File: src/rtl/instr_sequencer_pkg.sv
// Shared definitions for the instruction sequencer: state encoding, opcodes,
// condition codes and the latched instruction-register layout.
package instr_sequencer_pkg;

  typedef enum logic [2:0] {
    S_FETCH  = 3'd0,
    S_DECODE = 3'd1,
    S_EXEC   = 3'd2,
    S_MEM    = 3'd3,
    S_WB     = 3'd4,
    S_HALT   = 3'd5
  } state_t;

  localparam logic [3:0] OP_B    = 4'hC;
  localparam logic [3:0] OP_LDR  = 4'hD;
  localparam logic [3:0] OP_STR  = 4'hE;
  localparam logic [3:0] OP_HALT = 4'hF;

  localparam logic [3:0] COND_EQ = 4'h0;
  localparam logic [3:0] COND_NE = 4'h1;
  localparam logic [3:0] COND_CS = 4'h2;
  localparam logic [3:0] COND_CC = 4'h3;
  localparam logic [3:0] COND_MI = 4'h4;
  localparam logic [3:0] COND_PL = 4'h5;
  localparam logic [3:0] COND_VS = 4'h6;
  localparam logic [3:0] COND_VC = 4'h7;
  localparam logic [3:0] COND_HI = 4'h8;
  localparam logic [3:0] COND_LS = 4'h9;
  localparam logic [3:0] COND_GE = 4'hA;
  localparam logic [3:0] COND_LT = 4'hB;
  localparam logic [3:0] COND_GT = 4'hC;
  localparam logic [3:0] COND_LE = 4'hD;
  localparam logic [3:0] COND_AL = 4'hE;
  localparam logic [3:0] COND_NV = 4'hF;

  // Only the instruction fields the sequencer acts on are kept in the IR.
  typedef struct packed {
    logic [3:0]  cond;
    logic [3:0]  op;
    logic        s;
    logic [15:0] imm;
  } ir_t;

  function automatic logic is_alu_op(input logic [3:0] op);
    return !(op inside {OP_B, OP_LDR, OP_STR, OP_HALT});
  endfunction

endpackage

File: src/rtl/instr_sequencer_cond_eval.sv
// Condition-code evaluator: decides whether an instruction executes given
// its 4-bit condition field and the current NZCV flags.
module cond_eval
  import instr_sequencer_pkg::*;
(
  input  logic [3:0] cond,
  input  logic [3:0] flags,
  output logic       pass
);

  logic n, z, c, v;

  assign {n, z, c, v} = flags;

  always_comb begin
    // NOTE: every path assigns pass (default first), so no latch is inferred.
    pass = 1'b0;
    case (cond)
      COND_EQ: pass = z;
      COND_NE: pass = !z;
      COND_CS: pass = c;
      COND_CC: pass = !c;
      COND_MI: pass = n;
      COND_PL: pass = !n;
      COND_VS: pass = v;
      COND_VC: pass = !v;
      COND_HI: pass = c && !z;
      COND_LS: pass = !c || z;
      COND_GE: pass = (n == v);
      COND_LT: pass = (n != v);
      COND_GT: pass = !z && (n == v);
      COND_LE: pass = z || (n != v);
      COND_AL: pass = 1'b1;
      default: pass = 1'b0;
    endcase
  end

endmodule

File: src/rtl/instr_sequencer.sv
// Multi-cycle instruction sequencer: FETCH/DECODE/EXEC/MEM/WB/HALT control
// FSM holding PC and IR, with all strobes decoded from state, IR and inputs.
module instr_sequencer
  import instr_sequencer_pkg::*;
#(
  parameter int PC_WIDTH = 16,
  parameter int RESET_PC = 0
) (
  input  logic                clk,
  input  logic                rst_n,
  input  logic                en,
  input  logic [31:0]         instr,
  input  logic [3:0]          flags,
  input  logic                mem_ready,
  output logic [PC_WIDTH-1:0] fetch_address,
  output logic                ir_load,
  output logic                reg_we,
  output logic                flags_we,
  output logic                ram_rw,
  output logic                sel_ldr,
  output logic                sel_add,
  output logic [2:0]          state,
  output logic                halted
);

  state_t              cur_state;
  logic [PC_WIDTH-1:0] pc;
  ir_t                 ir;
  logic                pass;
  logic                unused_instr_bits;

  assign unused_instr_bits = ^{instr[22:19], instr[2:0]};

  cond_eval u_cond_eval (
    .cond  (ir.cond),
    .flags (flags),
    .pass  (pass)
  );

  always_ff @(posedge clk) begin
    // NOTE: sequential state uses non-blocking assignments so every register
    // samples pre-edge values regardless of statement order.
    if (!rst_n) begin
      cur_state <= S_FETCH;
      pc        <= PC_WIDTH'(RESET_PC);
      ir        <= '0;
    end else begin
      case (cur_state)
        S_FETCH: begin
          if (en) begin
            ir        <= {instr[31:23], instr[18:3]};
            cur_state <= S_DECODE;
          end
        end
        S_DECODE: cur_state <= S_EXEC;
        S_EXEC: begin
          if (ir.op == OP_HALT) begin
            cur_state <= S_HALT;
          end else if (!pass) begin
            cur_state <= S_FETCH;
            pc        <= pc + 1'b1;
          end else if (ir.op == OP_LDR || ir.op == OP_STR) begin
            cur_state <= S_MEM;
          end else if (ir.op == OP_B) begin
            cur_state <= S_FETCH;
            pc        <= PC_WIDTH'(ir.imm);
          end else begin
            cur_state <= S_WB;
          end
        end
        S_MEM: begin
          // A store retires straight from MEM; a load still needs WB.
          if (mem_ready) begin
            if (ir.op == OP_LDR) begin
              cur_state <= S_WB;
            end else begin
              cur_state <= S_FETCH;
              pc        <= pc + 1'b1;
            end
          end
        end
        S_WB: begin
          cur_state <= S_FETCH;
          pc        <= pc + 1'b1;
        end
        S_HALT:  cur_state <= S_HALT;
        default: cur_state <= S_FETCH;
      endcase
    end
  end

  always_comb begin
    ir_load  = 1'b0;
    reg_we   = 1'b0;
    flags_we = 1'b0;
    ram_rw   = 1'b0;
    sel_ldr  = 1'b0;
    sel_add  = 1'b0;
    halted   = 1'b0;
    case (cur_state)
      S_FETCH: ir_load = en;
      S_EXEC:  flags_we = pass && ir.s && is_alu_op(ir.op);
      S_MEM: begin
        sel_add = 1'b1;
        ram_rw  = (ir.op == OP_STR);
      end
      S_WB: begin
        reg_we  = 1'b1;
        sel_ldr = (ir.op == OP_LDR);
      end
      S_HALT:  halted = 1'b1;
      default: ;
    endcase
  end

  assign fetch_address = pc;
  assign state         = cur_state;

endmodule

File: config.mk
export PLATFORM = sky130hd
export DESIGN_NAME = instr_sequencer
export DESIGN_NICKNAME = d
export VERILOG_FILES = /design/src/rtl/instr_sequencer_pkg.sv /design/src/rtl/instr_sequencer_cond_eval.sv /design/src/rtl/instr_sequencer.sv
export SDC_FILE = /design/constraint.sdc
export NUM_CORES = 1
export LEC_CHECK = 0
export CORE_MARGIN = 5
export CORE_UTILIZATION = 52
export CTS_BUF_LIST = sky130_fd_sc_hd__clkbuf_8 sky130_fd_sc_hd__clkbuf_16
export CTS_CLUSTER_DIAMETER = 40
export DETAILED_ROUTE_END_ITERATION = 8
export MAX_ROUTING_LAYER = met4
export PLACE_DENSITY = 0.85
export SYNTH_ARGS = -nofsm -noshare
export SYNTH_HDL_FRONTEND = slang
export SYNTH_SLANG_ARGS = --single-unit
export TNS_END_PERCENT = 10
File: constraint.sdc
create_clock -name clk -period 4.3 [get_ports clk]
set_input_delay 0.645 -clock clk [delete_from_list [all_inputs] [get_ports clk]]
set_output_delay 0.645 -clock clk [all_outputs]
set_load 0.1 [all_outputs]
### After elaboration in Yosys (flattened, before gate mapping)

Index checks and enable logic that the tools add are counted.

* logic and storage cells: 80
* input port bits: 40
* output and inout bits: 26
* register bits: 44

* $add $sub $neg: 1
* reductions and logical operators: 19
* multiplexer cells: 23
* eq/ne operators: 31

Operator list (count)
* 16-bit 2-to-1 mux: 6
* 16-bit one-hot mux with 3 select lines: 1
* 4-bit equality test, second input constant: 11
* 3-bit 2-to-1 mux: 7
* 16-bit by 1-bit adder with 16-bit output, second input constant: 1
* 4-bit by 3-bit equality test with 1-bit output, second input constant: 4
* 1-bit one-hot mux with 15 select lines: 1
* 3-bit one-hot mux with 5 select lines: 1
* 4-bit by 2-bit equality test with 1-bit output, second input constant: 2
* 2-bit inequality test, second input constant: 4
* 1-bit 2-to-1 mux: 7
* 3-bit by 2-bit equality test with 1-bit output, second input constant: 2
* 3-bit equality test, second input constant: 2
* 3-bit inequality test, second input constant: 2
* 6-bit AND reduction: 1
* 1-bit zero test: 5
* 4-bit by 1-bit equality test with 1-bit output, second input constant: 1
* 1-bit logical AND: 4
* 4-bit zero test: 1
* 2-bit AND reduction: 2
* 4-bit nonzero test: 1
* 3-bit by 1-bit equality test with 1-bit output, second input constant: 1
* 3-bit zero test: 1
* 1-bit logical OR: 3
* other kinds (3): 3

### Longest topological paths before layout

Gate-level depths: netlist of the first run.

* depth after elaboration: 6
* mapped depth: 10

### Modules after synthesis

Synthesis of the first run repeated with hierarchy kept, for this count alone.

* cell total of the unflattened synthesis: 322
* area total of the unflattened synthesis: 2393.5 um^2

Modules (own cells, without submodules)
* instr_sequencer: cells each 294, seq. area each 880.8 um^2, times used 1, area an instance 2199.6 um^2
* cond_eval: cells each 28, seq. area each 0.0 um^2, times used 1, area an instance 193.9 um^2

### Worst setup path before layout of the first run

OpenSTA, ideal clock, no wires.

* kind: register -> output
* start: register cur_state[1] (netlist: state[1])
* end: output ram_rw
* arrival time: 3872 ps
* stages on the path, launching flop included: 5
* setup slack: -217 ps
* cell sequence: dfxtp_1 clkbuf_1 nand2b_1 nor2_1 and3_1

* longest elaborated chain between the ends: 2

RTL lines
* start: declaration: RTL line instr_sequencer.sv:26 `state_t cur_state;`
* start signal: assignment: RTL line instr_sequencer.sv:44 `cur_state <= S_FETCH;`
* start signal: assignment: RTL line instr_sequencer.sv:52 `cur_state <= S_DECODE;`
* start signal: assignment: RTL line instr_sequencer.sv:55 `S_DECODE: cur_state <= S_EXEC;`
* 3-bit by 2-bit equality test with 1-bit output: RTL line instr_sequencer.sv:100 `case (cur_state)`
* 1-bit 2-to-1 mux: RTL line instr_sequencer.sv:100
* end: declaration: RTL line instr_sequencer.sv:19 `output logic ram_rw,`

Every way passes these cells.

### Final worst setup path of the first run

* start: input flags[3]
* end: output flags_we

* longest elaborated chain between the ends: 6
* elaborated cells on any way between the ends: 9

RTL lines
* start: declaration: RTL line instr_sequencer.sv:13 `input logic [3:0] flags,`
* 1-bit inequality test or 1-bit equality test (tied branches)
* 1-bit logical OR or 1-bit logical AND (tied branches): RTL line instr_sequencer_cond_eval.sv:32, instr_sequencer_cond_eval.sv:31
* 1-bit one-hot mux with 15 select lines (*): RTL line instr_sequencer_cond_eval.sv:18 `case (cond)`
* 1-bit logical AND (*) (2 in series): RTL line instr_sequencer.sv:102 `S_EXEC: flags_we = pass && ir.s && is_alu_op(ir.op);`
* 1-bit 2-to-1 mux (*): RTL line instr_sequencer.sv:100
* end: declaration: RTL line instr_sequencer.sv:18 `output logic flags_we,`

Mark *: on every way between the ends. The rest lies on a longest branch, timed or not.

==> results of run 1 <==
==> cell type report <==
type / count / area (µm²)
Timing Repair Buffer: 64 / 633.1
Multi-Input combinational cell: 251 / 1448
Sequential cell: 44 / 880.8
Fill cell: 402 / 1483
Clock inverter: 3 / 46.29
Inverter: 9 / 33.78
Tap cell: 54 / 67.56
Clock buffer: 5 / 68.82
==> sequential cells by signal (all words and copies together), names as in the netlist <==
register       cells
ir                25
fetch_address     16
state              3
==> final timing paths <==
path,cells past startpoint,slack (ns),start,endpoint
setup / recovery,8,0.81,flags[3],flags_we
setup reg to reg,8,1.30,ir[23],fetch_address[7]
hold / removal,2,0.46,ir[16],ir[16]
hold reg to reg,2,0.46,ir[16],ir[16]
==> stage by stage <==
stage	std cells	setup slack, ns	utilization
6_report	430	0.8115	0.6819
5_1_grt	430	0.7098	0.6819
4_1_cts	430	0.8305	0.6819
3_5_place_dp	422	0.7053	0.6572
3_3_place_gp	422	0.7711	0.6572
2_1_floorplan	327	0.1877	-
==> Yosys cell counts (6+ instances only) <==
cell type	count	area, µm²
sky130_fd_sc_hd__nand2_1	79	296.5
sky130_fd_sc_hd__mux2i_1	16	160.2
sky130_fd_sc_hd__nor3_1	6	30.03
sky130_fd_sc_hd__nor2_1	27	101.4
sky130_fd_sc_hd__a21oi_1	47	235.2
sky130_fd_sc_hd__nand2b_1	6	37.54
sky130_fd_sc_hd__o22ai_2	10	125.1
sky130_fd_sc_hd__inv_1	8	30.03
sky130_fd_sc_hd__nand3_1	9	45.04
sky130_fd_sc_hd__dfxtp_1	44	880.8
sky130_fd_sc_hd__clkbuf_1	13	48.80
==> cell families after synthesis <==
kind of cell    Yosys count  synth area share
flops                    44            0.3559
fa+ha+maj                 1          0.005055
mux                      16           0.06471
buf+inv                  32           0.06016
compound gates           81            0.2331
simple gates            150            0.2705
xor+xnor                  3           0.01062
==> layer usage <==
layer,vias up,part of all wire,GRT usage
li1,1237,-,-
met1,1153,0.44,0.2663
met2,75,0.48,0.3485
met3,10,0.057,0.03855
met4,0,0.021,0.08763
met5,-,0,-
==> worst min-delay path, stage by stage, from the launching register on <==
cell and delay, ns:
sky130_fd_sc_hd__dfxtp_1 0.32, sky130_fd_sc_hd__nand2_1 0.05, sky130_fd_sc_hd__a21oi_1 0.05
==> report_power, final <==
part / leakage, nW / internal, W / switching, W
clock: 0.0548 / 0.000175 / 0.000153
sequential: 0.359 / 0.000433 / 0.0000334
combinational: 0.773 / 0.000116 / 0.000192
total: 1.19 / 0.000724 / 0.000379
==> flow_metrics.env, run 1 <==
export IMPL_outcome="complete, no violations"
export IMPL_initial_utilization=0.5310
export IMPL_route_detailed_drc=0
export IMPL_via_per_instance_ratio=5.756
export IMPL_synth_fp_nets=368
export IMPL_max_cap_violations=0
export IMPL_clkSinkCount=44
export IMPL_min_delay_path_class="flip-flop to flip-flop"
export IMPL_fp_coreArea_mm2=0.004661
export IMPL_synthDistinctLibCells=44
export IMPL_synth_cells=327
export IMPL_wire_per_inst_um=15.07
export IMPL_netlist_area_mm2=0.002475
export IMPL_cts_tree="built"
export IMPL_grt_first_pass_wirelength_um=10610
export IMPL_die_area_mm2=0.006239
export IMPL_powerDensity_mw_per_mm2=347.2
export IMPL_drt_pre_antenna_iters=4
export IMPL_mostFrequentLayoutCell="sky130_fd_sc_hd__nand2_1"
export IMPL_worstSetupStartpointType="input port"
export IMPL_layout_cell_area_non_filler_mm2=0.003178
export IMPL_rsz0062_at_grt="no"
export IMPL_antenna_found_initial=0
export IMPL_power_ir_vdd_worst_mv=0.2019
export IMPL_finish_net_count=416
export IMPL_tightest_slew_ns=1.158
export IMPL_insertedDiodeCount=0
export IMPL_initialDrtViolationCount=292
export IMPL_cts_buffers=5
export IMPL_first_global_vias=2350
export IMPL_ctsLongestPathBuffers=2
export IMPL_cts_hold_buffers_added=0
export IMPL_finalHoldWorstSlack_ns=0.4585
export IMPL_place_area_mm2=0.003063
export IMPL_numPortBuffers=58
export IMPL_clkLatencyLatePin_ns=0.30
export IMPL_dp_hpwl_um=4464
export IMPL_path_delay_family="compound AO/OA/AOI/OAI gates"
export IMPL_setup_tns_final_ns=0
export IMPL_slowest_delay_ns=0.57
export IMPL_power_leakage_nw=1.187
export IMPL_maximum_number_of_pins_on_one_net_before_global_route_repair=29
export IMPL_worstPathMaxFanout=6
export IMPL_global_route_usage_over_all_layers=0.2155
export IMPL_ys_ff_latch=44
export IMPL_worst_endpoint_arrival_ns=2.84
export IMPL_synthToLayoutAreaGrowth_pct=28.41
export IMPL_path_clk_slew_ns=0.09
export IMPL_layout_worst_path_cycle_share=0.8113
export IMPL_die_w_um=78.99
export IMPL_final_min_clock_period_ns=3.488
export IMPL_report_final_hold_viol_count=0
export IMPL_io_pins=66
export IMPL_post_layout_total_power_w=0.001103
export IMPL_layout_drive_gt1_share=0.08245
export IMPL_worstPathRequired_ns=3.65
export IMPL_gp_routability_congestion=0.8468
export IMPL_post_cts_setup_buffers=0
export IMPL_post_cts_resize_count=0
export IMPL_fmax_ghz=0.2867
export IMPL_yosysSeqAreaShare=0.3559
export IMPL_synth_async_reset_ratio=0
export IMPL_synth_main_ff_cell="sky130_fd_sc_hd__dfxtp_1"
export IMPL_timing_setup_critical_path_class="input port to output port"
export IMPL_final_max_slew_violation_count=0
export IMPL_critical_path_slowest_cell="sky130_fd_sc_hd__clkdlybuf4s50_1"
export IMPL_finalSetupViolCount=0
export IMPL_commonest_non_fill_non_tap_cells_in_the_layout="79 x sky130_fd_sc_hd__nand2_1, 56 x sky130_fd_sc_hd__clkdlybuf4s50_1, 47 x sky130_fd_sc_hd__a21oi_1"
export IMPL_placementRows=25
export IMPL_setup_clock_skew_after_layout_ns=0.01408
export IMPL_wl_um=6478
export IMPL_die_h_um=78.99
export IMPL_cp_end_kind="output port"
export IMPL_crit_path_cell_trace="clkdlybuf4s50_1 -> xnor2_1 -> a31oi_1 -> a32o_1 -> a221oi_4 -> nor3_1 -> and3_1 -> buf_4"
export IMPL_grt_remaining_overflow=0
export IMPL_cts_htree_levels=2
export IMPL_buf_inv_stages_crit_path=2
export IMPL_syn_mean_instance_area_um2=7.568
export IMPL_relSlewSlack=0.2279
export IMPL_synth_enable_flop_cells=0
export IMPL_cts_root_buffer="sky130_fd_sc_hd__clkbuf_8"
export IMPL_detail_route_antenna_nets=0
export IMPL_dr_total_vias=2475
export IMPL_ys_warnings_count=0
(Power assumes the default switching activity.)
==> run 2, diff against run 1 <==
--- a/config.mk
+++ b/config.mk
@@ -6,12 +6,12 @@
 export NUM_CORES = 1
 export LEC_CHECK = 0
 export CORE_MARGIN = 5
-export CORE_UTILIZATION = 52
+export CORE_UTILIZATION = 49
 export CTS_BUF_LIST = sky130_fd_sc_hd__clkbuf_8 sky130_fd_sc_hd__clkbuf_16
 export CTS_CLUSTER_DIAMETER = 40
 export DETAILED_ROUTE_END_ITERATION = 8
 export MAX_ROUTING_LAYER = met4
-export PLACE_DENSITY = 0.85
+export PLACE_DENSITY = 0.81
 export SYNTH_ARGS = -nofsm -noshare
 export SYNTH_HDL_FRONTEND = slang
 export SYNTH_SLANG_ARGS = --single-unit
==> constraint.sdc (replaced) <==
create_clock -name clk -period 3.3 [get_ports clk]
set_input_delay 0.495 -clock clk [delete_from_list [all_inputs] [get_ports clk]]
set_output_delay 0.495 -clock clk [all_outputs]
set_load 0.1 [all_outputs]
==> run 2 against run 1 <==
Compared with the run above: core utilization fell by 2.0 points; largest power group unchanged; routed wire length fell by 2.0%; sequential power rose by 30%; highest routed layer unchanged; final cell count rose by 3.3%; non-clock buffer count rose by 1; global-route usage fell by 0.40 points; setup slack got worse by 0.62 ns; clock-buffer cell count did not move; critical endpoint unchanged.
==> flow_metrics.env, run 2 (synthesis gave the netlist of run 1 again) <==
export IMPL_clkSinkCount=44
export IMPL_ctsLongestPathBuffers=2
export IMPL_area_occupied_by_multi_input_gates_mm2=0.001453
export IMPL_grtUsageMet2=0.3383
export IMPL_min_delay_path_class="flip-flop to flip-flop"
export IMPL_gp_routability_congestion=0.8524
export IMPL_detail_route_antenna_nets=0
export IMPL_fp_coreArea_mm2=0.004817
export IMPL_clkLatencyLatePin_ns=0.30
export IMPL_power_leakage_nw=1.231
export IMPL_dr_total_vias=2442
export IMPL_gr_usage_met1=0.2689
export IMPL_report_final_hold_viol_count=0
export IMPL_worst_endpoint_arrival_ns=2.61
export IMPL_worstPathMaxFanout=6
export IMPL_die_w_um=81.07
export IMPL_max_cap_violations=0
export IMPL_io_pins=66
export IMPL_place_area_mm2=0.003082
export IMPL_globalRouteMet3Util=0.03769
export IMPL_powerDensity_mw_per_mm2=445.3
export IMPL_outcome="complete, no violations"
export IMPL_power_ir_vdd_worst_mv=0.2509
export IMPL_p_switching_w=0.0004761
export IMPL_seqCellArea_um2=880.8
export IMPL_post_place_ws_ns=0.2131
export IMPL_dp_hpwl_um=4503
export IMPL_path_clk_slew_ns=0.08
export IMPL_reg2reg_start="ir[23]"
export IMPL_setup_tns_final_ns=0
export IMPL_power_internal_w=0.0009441
export IMPL_cts_buffers=5
export IMPL_initialDrtViolationCount=197
export IMPL_insertedDiodeCount=0
export IMPL_globalRoute_busiestLayer="met2"
export IMPL_antenna_found_initial=0
export IMPL_cts_tree="built"
export IMPL_grt_remaining_overflow=0
export IMPL_setup_clock_skew_after_layout_ns=0.008303
export IMPL_worst_hold_startpoint="ir[16]"
export IMPL_commonest_non_fill_non_tap_cells_in_the_layout="79 x sky130_fd_sc_hd__nand2_1, 47 x sky130_fd_sc_hd__a21oi_1, 44 x sky130_fd_sc_hd__dfxtp_1"
export IMPL_final_min_clock_period_ns=3.105
export IMPL_rsz0062_at_grt="no"
export IMPL_largest_register_ff_count=25
export IMPL_filler_cell_count=434
export IMPL_cts_hold_buffers_added=0
export IMPL_fmax_ghz=0.3221
export IMPL_cts_root_buffer="sky130_fd_sc_hd__clkbuf_8"
export IMPL_finish_net_count=417
export IMPL_via_per_instance_ratio=5.500
export IMPL_tightest_slew_ns=0.9688
export IMPL_setup_slack_ns=0.1953
export IMPL_layout_cell_area_non_filler_mm2=0.003189
export IMPL_final_max_slew_violation_count=0
export IMPL_synthToLayoutAreaGrowth_pct=28.87
export IMPL_wl_um=6348
export IMPL_cts_htree_levels=2
export IMPL_crit_start="flags[3]"
export IMPL_die_area_mm2=0.006572
export IMPL_cp_end_kind="output port"
export IMPL_wire_per_inst_um=14.30
export IMPL_swShare=0.3352
export IMPL_post_cts_setup_buffers=0
export IMPL_post_cts_resize_count=0
export IMPL_first_global_vias=2238
export IMPL_drt_pre_antenna_iters=4
export IMPL_layout_worst_path_cycle_share=0.9408
export IMPL_grt_first_pass_wirelength_um=10540
export IMPL_route_detailed_drc=0
export IMPL_combinationalPowerShare=0.287
export IMPL_layout_drive_gt1_share=0.1220
export IMPL_worstPathRequired_ns=2.80
export IMPL_die_h_um=81.07
export IMPL_finalSetupViolCount=0
export IMPL_power_share_clock=0.284
export IMPL_mostFrequentLayoutCell="sky130_fd_sc_hd__nand2_1"
export IMPL_timing_setup_critical_path_class="input port to output port"
export IMPL_initial_utilization=0.5138
export IMPL_global_route_usage_over_all_layers=0.2114
export IMPL_numPortBuffers=58
export IMPL_relSlewSlack=0.3521
export IMPL_worstSetupStartpointType="input port"
export IMPL_maximum_number_of_pins_on_one_net_before_global_route_repair=30
export IMPL_register_containing_the_most_flip_flops_in_the_final_layout="ir"
export IMPL_seq_power_share=0.429
export IMPL_placementRows=25
run 2: cell type report:
class | instances | share of cell area
clock buffers | 5 | 0.02158
clock inverters | 3 | 0.01216
inverters | 9 | 0.01059
multi-input cells | 251 | 0.4555
flip-flops and latches | 44 | 0.2762
well taps | 67 | 0.02628
repair buffers | 65 | 0.1977
run 2: path summary, 6_finish.rpt:
kind                                    endpoint  slack (ns)  cells after the start
worst max register to register  fetch_address[7]        0.89                      8
worst min register to register            ir[16]        0.46                      2
worst max-delay path                    flags_we        0.20                      8
worst min-delay path                      ir[16]        0.46                      2
run 2: critical path, cell delays in order:
cell and delay, ns:
sky130_fd_sc_hd__clkdlybuf4s50_1 0.57, sky130_fd_sc_hd__xnor2_1 0.14, sky130_fd_sc_hd__a31oi_1 0.12, sky130_fd_sc_hd__a32o_1 0.32
sky130_fd_sc_hd__a221oi_4 0.39, sky130_fd_sc_hd__nor3_1 0.15, sky130_fd_sc_hd__and3_1 0.25, sky130_fd_sc_hd__buf_12 0.17
run 2: per-stage QoR:
stage | total power (W) | util | cells | hold slack [ns]
after detailed placement | 0.001026 | 0.6397 | 436 | 0.4516
final | 0.001420 | 0.6621 | 444 | 0.4610
after floorplan | 0.0009070 | - | 327 | 0.4319
after global routing | 0.001498 | 0.6621 | 444 | 0.4836
after global placement | 0.001018 | 0.6397 | 436 | 0.4428
after CTS | 0.001426 | 0.6621 | 444 | 0.4611
run 2: per-layer routing:
metal / vias up / part of all wire
met5: - / 0
met4: 0 / 0.017
met3: 10 / 0.054
met2: 70 / 0.47
met1: 1125 / 0.46
li1: 1237 / -
run 2: power groups by stage:
stage	Sequential, W	Combinational, W	Clock, W
5_1_grt	0.000617	0.000438	0.000443
4_1_cts	0.000609	0.000407	0.000411
3_3_place_gp	0.000619	0.000399	0
2_1_floorplan	0.000653	0.000254	0
6_report	0.000609	0.000407	0.000403
3_5_place_dp	0.000621	0.000405	0
==> run 3, diff against run 2 <==
--- a/config.mk
+++ b/config.mk
@@ -6,12 +6,12 @@
 export NUM_CORES = 1
 export LEC_CHECK = 0
 export CORE_MARGIN = 5
-export CORE_UTILIZATION = 49
+export CORE_UTILIZATION = 44
 export CTS_BUF_LIST = sky130_fd_sc_hd__clkbuf_8 sky130_fd_sc_hd__clkbuf_16
 export CTS_CLUSTER_DIAMETER = 40
 export DETAILED_ROUTE_END_ITERATION = 8
 export MAX_ROUTING_LAYER = met4
-export PLACE_DENSITY = 0.81
+export PLACE_DENSITY = 0.77
 export SYNTH_ARGS = -nofsm -noshare
 export SYNTH_HDL_FRONTEND = slang
 export SYNTH_SLANG_ARGS = --single-unit
==> constraint.sdc (replaced) <==
create_clock -name clk -period 2.6 [get_ports clk]
set_input_delay 0.39 -clock clk [delete_from_list [all_inputs] [get_ports clk]]
set_output_delay 0.39 -clock clk [all_outputs]
set_load 0.1 [all_outputs]
==> run 3 against run 2 <==
Compared with the run above: routed wire length grew 5.3%; core utilization shrank 5.2 points; hold slack lost 0.0026 ns; total power grew 25%; die area grew 9.9%; design area grew 4.7%; first-iteration DRC count shrank 21%; sequential power grew 28%; sequential share of layout area shrank 0.76 points; clock-buffer cell count grew 1; via count grew 0.94%; non-clock buffer count grew 8.
==> flow_metrics.env, run 3 (synthesis gave the netlist of run 1 again) <==
export IMPL_final_max_slew_violation_count=0
export IMPL_detail_route_antenna_nets=0
export IMPL_placed_instances=448
export IMPL_power_leakage_nw=1.322
export IMPL_cts_root_buffer="sky130_fd_sc_hd__clkbuf_8"
export IMPL_tightest_slew_ns=0.4095
export IMPL_dp_hpwl_um=4748
export IMPL_cp_end_kind="output port"
export IMPL_dr_total_vias=2465
export IMPL_layout_cell_area_non_filler_mm2=0.003341
export IMPL_setup_clock_skew_after_layout_ns=0.006498
export IMPL_grt_first_pass_wirelength_um=10960
export IMPL_worstPathRequired_ns=2.21
export IMPL_finalHoldWorstSlack_ns=0.4584
export IMPL_stdcell_count=457
export IMPL_timing_setup_critical_path_class="flip-flop to output port"
export IMPL_clkSinkCount=44
export IMPL_final_min_clock_period_ns=2.460
export IMPL_placementRows=27
export IMPL_cts_hold_buffers_added=0
export IMPL_wire_per_inst_um=14.63
export IMPL_relSlewSlack=0.7249
export IMPL_die_area_mm2=0.007225
export IMPL_finish_net_count=425
export IMPL_worstPathMaxFanout=10
export IMPL_setup_tns_final_ns=0
export IMPL_route_detailed_drc=0
export IMPL_maximum_number_of_pins_on_one_net_before_global_route_repair=30
export IMPL_grt_remaining_overflow=0
export IMPL_clkLatencyLatePin_ns=0.30
export IMPL_power_ir_vdd_worst_mv=0.3502
export IMPL_place_area_mm2=0.003174
export IMPL_rsz0062_at_grt="no"
export IMPL_max_cap_violations=0
export IMPL_wl_um=6685
export IMPL_fp_coreArea_mm2=0.005473
export IMPL_synthToLayoutAreaGrowth_pct=34.98
export IMPL_initial_utilization=0.4522
export IMPL_worst_endpoint_arrival_ns=2.07
export IMPL_gp_routability_congestion=0.8298
export IMPL_commonest_non_fill_non_tap_cells_in_the_layout="79 x sky130_fd_sc_hd__nand2_1, 47 x sky130_fd_sc_hd__a21oi_1, 39 x sky130_fd_sc_hd__dfxtp_1"
export IMPL_global_route_usage_over_all_layers=0.1894
export IMPL_powerDensity_mw_per_mm2=531.2
export IMPL_die_w_um=85
export IMPL_report_final_hold_viol_count=0
export IMPL_cts_tree="built"
export IMPL_die_h_um=85
export IMPL_worstSetupStartpointType="flip-flop"
export IMPL_ctsLongestPathBuffers=2
export IMPL_register_containing_the_most_flip_flops_in_the_final_layout="ir"
export IMPL_filler_cell_count=532
export IMPL_io_pins=66
export IMPL_mostFrequentLayoutCell="sky130_fd_sc_hd__nand2_1"
export IMPL_antenna_found_initial=0
export IMPL_insertedDiodeCount=0
export IMPL_finalSetupViolCount=0
export IMPL_cts_buffers=5
export IMPL_post_layout_total_power_w=0.001775
export IMPL_layout_drive_gt1_share=0.2104
export IMPL_min_delay_path_class="flip-flop to flip-flop"
export IMPL_numPortBuffers=58
export IMPL_cts_htree_levels=2
export IMPL_layout_worst_path_cycle_share=0.9462
export IMPL_first_global_vias=2334
export IMPL_area_occupied_by_multi_input_gates_mm2=0.001525
export IMPL_outcome="complete, no violations"
export IMPL_seqCellArea_um2=897.1
export IMPL_fmax_ghz=0.4065
export IMPL_drt_pre_antenna_iters=4
export IMPL_initialDrtViolationCount=156
export IMPL_largest_register_ff_count=25
export IMPL_via_per_instance_ratio=5.394
export IMPL_path_clk_slew_ns=0.08
run 3: changes by cell type in the layout (fill, tap and decap cells not counted), sizes merged, moves of 2 or more:
| cell | previous run | this run |
|---|---|---|
| clkinvlp | 0 | 2 |
| clkdlybuf4s50 | 42 | 28 |
| buf | 23 | 41 |
| dlymetal6s2s | 0 | 3 |
run 3: area by class of cell:
class,count,area share
clock buffer,6,0.02472
tap,72,0.02697
inverter,9,0.01124
multi-input combinational,251,0.4566
clock inverter,2,0.003371
timing repair buffer,73,0.2086
sequential,44,0.2685
run 3: worst paths after layout:
path                            slack (ns)                 to  startpoint  cells after the start
worst max register to register        0.27  fetch_address[11]      ir[22]                      9
worst max-delay path                  0.14           flags_we      ir[23]                      7
worst min-delay path                  0.46             ir[16]      ir[16]                      2
worst min register to register        0.46             ir[16]      ir[16]                      2
run 3: per-layer routing:
layer	part of all wire	track usage
met5	0	-
met4	0.015	0.06043
met3	0.047	0.03398
met2	0.50	0.3227
met1	0.44	0.2256
run 3: worst max-delay path: stages (launching register included):
cell and delay [ns]:
sky130_fd_sc_hd__dfxtp_4 0.44, sky130_fd_sc_hd__mux2i_1 0.11, sky130_fd_sc_hd__or4_1 0.44, sky130_fd_sc_hd__o31ai_2 0.11, sky130_fd_sc_hd__a221oi_4 0.07, sky130_fd_sc_hd__nor3_2 0.23, sky130_fd_sc_hd__and3_4 0.22, sky130_fd_sc_hd__buf_12 0.17
run 3: timing repair:
item / in CTS / in global routing
pin swaps: 3 / 5
buffers inserted: 1 / 0
endpoints found under the hold margin: 0 / 0
setup endpoints to repair: 1 / 11
gates resized for setup: 5 / 12
run 3: through the flow:
stage / utilization / setup slack, ns
final: 0.6104 / 0.1399
after global routing: 0.6104 / 0.006871
after CTS: 0.6006 / 0.006936
after detailed placement: 0.5800 / -0.1786
after global placement: 0.5800 / -0.1397
after floorplan: - / 0.02228
run 3: where the power goes:
group | internal (W) | switching [W]
clock | 0.000212 | 0.000229
sequential | 0.000717 | 0.0000608
combinational | 0.000225 | 0.000330
